## config.mk

```make
export PLATFORM = sky130hd
export DESIGN_NAME = ddr_lane_judge
export DESIGN_NICKNAME = d
export VERILOG_FILES = /design/src/rtl/ddr_lane_judge.sv
export SDC_FILE = /design/constraint.sdc
export NUM_CORES = 1
export LEC_CHECK = 0
export ABC_CLOCK_PERIOD_IN_PS = 5400
export BUFFER_PORTS_ARGS = -buffer_cell sky130_fd_sc_hd__buf_2
export CORE_MARGIN = 3
export CORE_UTILIZATION = 52
export CTS_CLUSTER_DIAMETER = 200
export DETAILED_ROUTE_END_ITERATION = 10
export PLACE_DENSITY = 0.77
export SLEW_MARGIN = 5
export SYNTH_ARGS = -nofsm -noshare
export SYNTH_HDL_FRONTEND = slang
export SYNTH_SLANG_ARGS = --single-unit
```

## constraint.sdc

```tcl
create_clock -name clk -period 5.4 [get_ports clk]
set_input_delay 0 -clock clk [delete_from_list [all_inputs] [get_ports clk]]
set_output_delay 0 -clock clk [all_outputs]
set_load 0.01 [all_outputs]
```

## src/rtl/ddr_lane_judge.sv

```systemverilog
// Note-scroll grid, hit judgement, score/miss bookkeeping and IDLE/PLAY/OVER control for the DDR game.
// Define DDR_COMBO_EN to enable the combo counter (+2 per hit once the combo reaches 4).
module ddr_lane_judge #(
    parameter int LANES     = 4,
    parameter int ROWS      = 8,
    parameter int SCORE_W   = 10,
    parameter int SCORE_MAX = 999,
    parameter int MAX_MISS  = 8
) (
    input  logic                            clk,
    input  logic                            reset,
    input  logic                            start,
    input  logic                            step,
    input  logic [LANES-1:0]                spawn,
    input  logic [LANES-1:0]                key,
    output logic [ROWS*LANES-1:0]           rows,
    output logic [SCORE_W-1:0]              score,
    output logic [$clog2(MAX_MISS+1)-1:0]   misses,
    output logic [LANES-1:0]                hit,
    output logic                            miss_p,
    output logic [1:0]                      state
);

    // state  | meaning
    // IDLE   | waiting for start, grid held empty
    // PLAY   | scrolling and judging presses
    // OVER   | miss limit reached, everything frozen until start

    localparam int MW  = $clog2(MAX_MISS+1);
    localparam int CW  = $clog2(LANES+1);
    localparam int GW  = ROWS*LANES;
    localparam int SSW = SCORE_W + CW + 2;
    localparam int MSW = MW + CW + 2;
    localparam logic [SSW-1:0] SCORE_LIM = SSW'(SCORE_MAX);
    localparam logic [MSW-1:0] MISS_LIM  = MSW'(MAX_MISS);

    typedef enum logic [1:0] {
        ST_IDLE = 2'b00,
        ST_PLAY = 2'b01,
        ST_OVER = 2'b10
    } state_t;

    state_t              state_q, state_d;
    logic [GW-1:0]       rows_q, rows_d;
    logic [SCORE_W-1:0]  score_q, score_d;
    logic [MW-1:0]       misses_q, misses_d;
    logic [LANES-1:0]    hit_q, hit_d;
    logic                miss_q, miss_d;
    logic [LANES-1:0]    key_q;

    logic [LANES-1:0]    press, hit_row, hits, pmiss, fall;
    logic [CW-1:0]       hit_cnt;
    logic [CW:0]         score_add;
    logic [SSW-1:0]      score_sum;
    logic [MSW-1:0]      miss_sum;

`ifdef DDR_COMBO_EN
    logic [3:0]          combo_q, combo_d;
    logic [CW+3:0]       combo_sum;
`endif

    function automatic logic [CW-1:0] popcount(input logic [LANES-1:0] v);
        logic [CW-1:0] c;
        c = '0;
        for (int i = 0; i < LANES; i++) c = c + CW'(v[i]);
        return c;
    endfunction

    always_comb begin
        press     = key & ~key_q;
        hit_row   = rows_q[GW-1 -: LANES];
        hits      = press & hit_row;
        pmiss     = press & ~hit_row;
        // a note hit this cycle is already cleared, so it cannot also fall off
        fall      = step ? (hit_row & ~hits) : '0;
        hit_cnt   = popcount(hits);
        miss_sum  = MSW'(misses_q) + MSW'(popcount(pmiss)) + MSW'(popcount(fall));
`ifdef DDR_COMBO_EN
        score_add = (combo_q >= 4'd4) ? {hit_cnt, 1'b0} : {1'b0, hit_cnt};
        combo_sum = (CW+4)'(combo_q) + (CW+4)'(hit_cnt);
`else
        score_add = {1'b0, hit_cnt};
`endif
        score_sum = SSW'(score_q) + SSW'(score_add);

        state_d  = state_q;
        rows_d   = rows_q;
        score_d  = score_q;
        misses_d = misses_q;
        hit_d    = '0;
        miss_d   = 1'b0;
`ifdef DDR_COMBO_EN
        combo_d  = combo_q;
`endif

        case (state_q)
            ST_IDLE, ST_OVER: begin
                if (state_q == ST_IDLE) rows_d = '0;
                if (start) begin
                    state_d  = ST_PLAY;
                    rows_d   = '0;
                    score_d  = '0;
                    misses_d = '0;
`ifdef DDR_COMBO_EN
                    combo_d  = '0;
`endif
                end
            end
            ST_PLAY: begin
                if (step) rows_d = {rows_q[GW-LANES-1:0], spawn};
                else      rows_d = {hit_row & ~hits, rows_q[GW-LANES-1:0]};
                score_d  = (score_sum >= SCORE_LIM) ? SCORE_W'(SCORE_MAX) : score_sum[SCORE_W-1:0];
                misses_d = (miss_sum >= MISS_LIM) ? MW'(MAX_MISS) : miss_sum[MW-1:0];
                hit_d    = hits;
                miss_d   = (pmiss | fall) != '0;
`ifdef DDR_COMBO_EN
                if (miss_d)                        combo_d = '0;
                else if (combo_sum >= (CW+4)'(15)) combo_d = 4'd15;
                else                               combo_d = combo_sum[3:0];
`endif
                if (miss_sum >= MISS_LIM) state_d = ST_OVER;
            end
            default: state_d = ST_IDLE;
        endcase
    end

    always_ff @(posedge clk or posedge reset) begin
        if (reset) begin
            state_q  <= ST_IDLE;
            rows_q   <= '0;
            score_q  <= '0;
            misses_q <= '0;
            hit_q    <= '0;
            miss_q   <= 1'b0;
            key_q    <= '1;
`ifdef DDR_COMBO_EN
            combo_q  <= '0;
`endif
        end else begin
            state_q  <= state_d;
            rows_q   <= rows_d;
            score_q  <= score_d;
            misses_q <= misses_d;
            hit_q    <= hit_d;
            miss_q   <= miss_d;
            key_q    <= key;
`ifdef DDR_COMBO_EN
            combo_q  <= combo_d;
`endif
        end
    end

    assign rows   = rows_q;
    assign score  = score_q;
    assign misses = misses_q;
    assign hit    = hit_q;
    assign miss_p = miss_q;
    assign state  = state_q;

endmodule

```

==> results.md <==
- Run status: completed
- Critical path startpoint category: register
- Post-CTS Setup Bufs: 0
- Vias: 2244
- Period Utilization, post-route: 71.06%
- Fin Setup TNS: 0 ps
- Number of diodes: 0
- HPWL after DPL: 4.276 mm
- YS warnings: 0
- CP max FO: 4
- Initial cell density of the core: 54.47%
- DR WL/cell: 15.40 microns
- Core Area: 5205 sq um
- WP buf/inv: 3
- Seq/Total Area, Yosys: 50.49%
- Hold crit path type: in -> reg
- CP max stage cell: fa_1
- Post-synth EDFFs: 0
- Final slew viol count: 0
- Most common cell after layout, fill and taps aside: buf_2
- Worst Tran Pin Value: 1116 ps
- Drt first pass iters: 5
- CTS tree: done
- Synth unique cells: 47
- CTS clock-pin slew for the worst setup and hold paths: 60 ps
- Detailed Route Iter0 Violations: 148
- Setup violations, final: 0
- Vias in the first global route: 2153
- Max-cap violations: 0
- # port buffers: 64
- Fillers: 412
- Dpl ws: 1595 ps
- Root Buffer: clkbuf_8
- Syn_nets: 287
- Row count: 26
- Leakage power: 1.837 nW
- Synthesized cell area: 2835 sq um
- Final #Nets: 357
- I/O pins: 65
- Synthesized area per cell: 10.90 sq um
- Detail Route Antenna Nets: 0
- Power per cell area: 372.3 nW/um^2
- Fin. Hold Viols: 0
- Die width: 79.84 microns
- Async SR Flop Fraction: 100.0%
- RSZ-0062 raised after global routing: no
- Sink Count: 57
- DRC viols: 0
- Area grow syn2layout: 23.04%
- Final worst slack: 1563 ps
- Routed WL: 6.235 mm
- Die height: 79.84 microns
- GRT Total Usage: 21.60%
- Maximum root-to-sink buffer count: 2
- Crit path capture type: register
- Fin crit period: 3837 ps
- Share of post-route cells with drive strength above 1: 27.76%
- CTS H-tree lvls: 3
- Cell mode on critical path: fa_1
- Slew HR: 25.58%
- Total CTS buffers: 9
- FMAX: 260.6 MHz
- Clock Skew: 6.734 ps
- Largest net degree at the start of global routing: 58
- WP data arrival: 4060 ps
- Slowest stage delay, CP: 550 ps
- First-pass GRT wire length: 10.53 mm
- Syn Inst Count: 260
- Delay-heaviest family, CP: adder cells
- Max VDD drop: 0.0002687 V
- #FFs+latches synth: 57
- Crit path cell chain: nor2b_1 -> nand2b_1 -> fa_1 -> fa_1 -> inv_1 -> fa_1 -> inv_1 -> fa_1 -> inv_1 -> fa_1 -> nand2b_1 -> mux2i_1 -> nand2_1 -> a22o_1
- Worst skew pair latency: 330 ps
- Leading cell types in the layout, fill and taps excluded: buf_2, dfrtp_1, a22o_1
- Grt ovf: 0
- Vias/cell: 5.541
- Critical path required time: 5620 ps
- RePlAce Congestion: 0.8555
- Critical path class: reg -> reg
- Ys flop type: dfrtp_1
- Initial antenna violation count: 0
- Total die area: 6374 sq um
## path summary, 6_finish.rpt
check	startpoint	endpoint	slack (ps)	cells past startpoint
max reg2reg	key_q[0]$_DFF_PP1_	state[1]$_DFFE_PP0P_	1560	14
min reg2reg	rows[8]$_DFFE_PP0P_	rows[8]$_DFFE_PP0P_	520	1
max	key_q[0]$_DFF_PP1_	state[1]$_DFFE_PP0P_	1560	14
max in group asynchronous	reset	rows[4]$_DFFE_PP0P_	4530	4
min in group asynchronous	reset	score[9]$_DFFE_PP0P_	380	4
min	step	miss_p$_DFF_PP0_	90	3
## repair_timing
item,4_1_cts,5_1_grt
hold endpoints to repair,62,0
gates resized for setup,0,0
hold buffers,10,0
## cell families (layout without fill, tap and decap cells)
kind of cell | count (synthesis) | after routing | synth area share (%)
adder cells (fa/ha/maj) | 15 | 15 | 8.738
AO/OA/AOI/OAI | 73 | 73 | 19.11
AND/OR/NAND/NOR | 81 | 81 | 15.14
flip-flops | 57 | 57 | 50.49
XOR/XNOR | 2 | 2 | 0.6179
multiplexers | 2 | 2 | 0.7061
buffers and inverters | 30 | 105 | 5.207
## Yosys cell counts, drive strengths merged, types with 3 or more instances
| library cell | count | share of area [%] |
|---|---|---|
| dfrtp | 53 | 47 |
| nor2b | 5 | 1.1 |
| buf | 5 | 1.9 |
| nand2 | 19 | 2.5 |
| dfstp | 4 | 3.7 |
| nand2b | 12 | 2.6 |
| nor2 | 14 | 1.9 |
| a22oi | 3 | 0.97 |
| nand3 | 7 | 1.4 |
| a21oi | 9 | 1.6 |
| nor3 | 6 | 1.2 |
| o21ai | 17 | 3.0 |
| nand4 | 3 | 0.88 |
| and3 | 3 | 0.66 |
| clkbuf | 11 | 1.5 |
| fa | 8 | 5.6 |
| and2 | 5 | 1.1 |
| ha | 7 | 3.1 |
| inv | 14 | 1.9 |
| a22o | 33 | 10 |
## cell type report
class	instances	area, sq um	share of cell area [%]
well taps	70	87.58	2.511
flip-flops and latches	57	1431	41.03
inverters	14	52.55	1.506
clock buffers	11	151.4	4.340
multi-input cells	173	1260	36.12
repair buffers	75	427.9	12.27
clock inverters	5	77.57	2.224
## sequential cells by signal, indices dropped and copies added, names as in the netlist
signal / cells
misses: 4
key_q: 4
hit: 4
rows: 32
state: 2
score: 10
miss_p: 1
## where the power goes
| part | switching (mW) | leakage [nW] | internal [mW] |
|---|---|---|---|
| logic | 0.231 | 0.948 | 0.115 |
| clock network | 0.167 | 0.115 | 0.283 |
| registers | 0.0327 | 0.773 | 0.470 |
## through the flow
step	utilization [%]	instance area [sq um]	cells	total power, mW	hold slack, ps
detailed placement	60.70	3159	379	0.8475	126.5
global route	67.02	3488	405	1.380	108.5
floorplan	-	2835	260	0.7467	4.478
global placement	60.70	3159	379	0.8398	122.7
CTS	67.02	3488	405	1.306	60.05
finish	67.02	3488	405	1.299	91.44
## layer usage
layer  part of all wire, %  GRT usage, %  wire length [microns]
met5                     0             0                      0
met4                  0.98         5.574                     61
met3                   7.9         8.691                    492
met2                    45         31.64                   2827
met1                    46         29.97                   2854
## worst min-delay path, stage by stage
cell,delay (ps)
buf_2,160
a211oi_1,90
nor2_1,130
No activity file was read; power rests on OpenSTA's default activity.
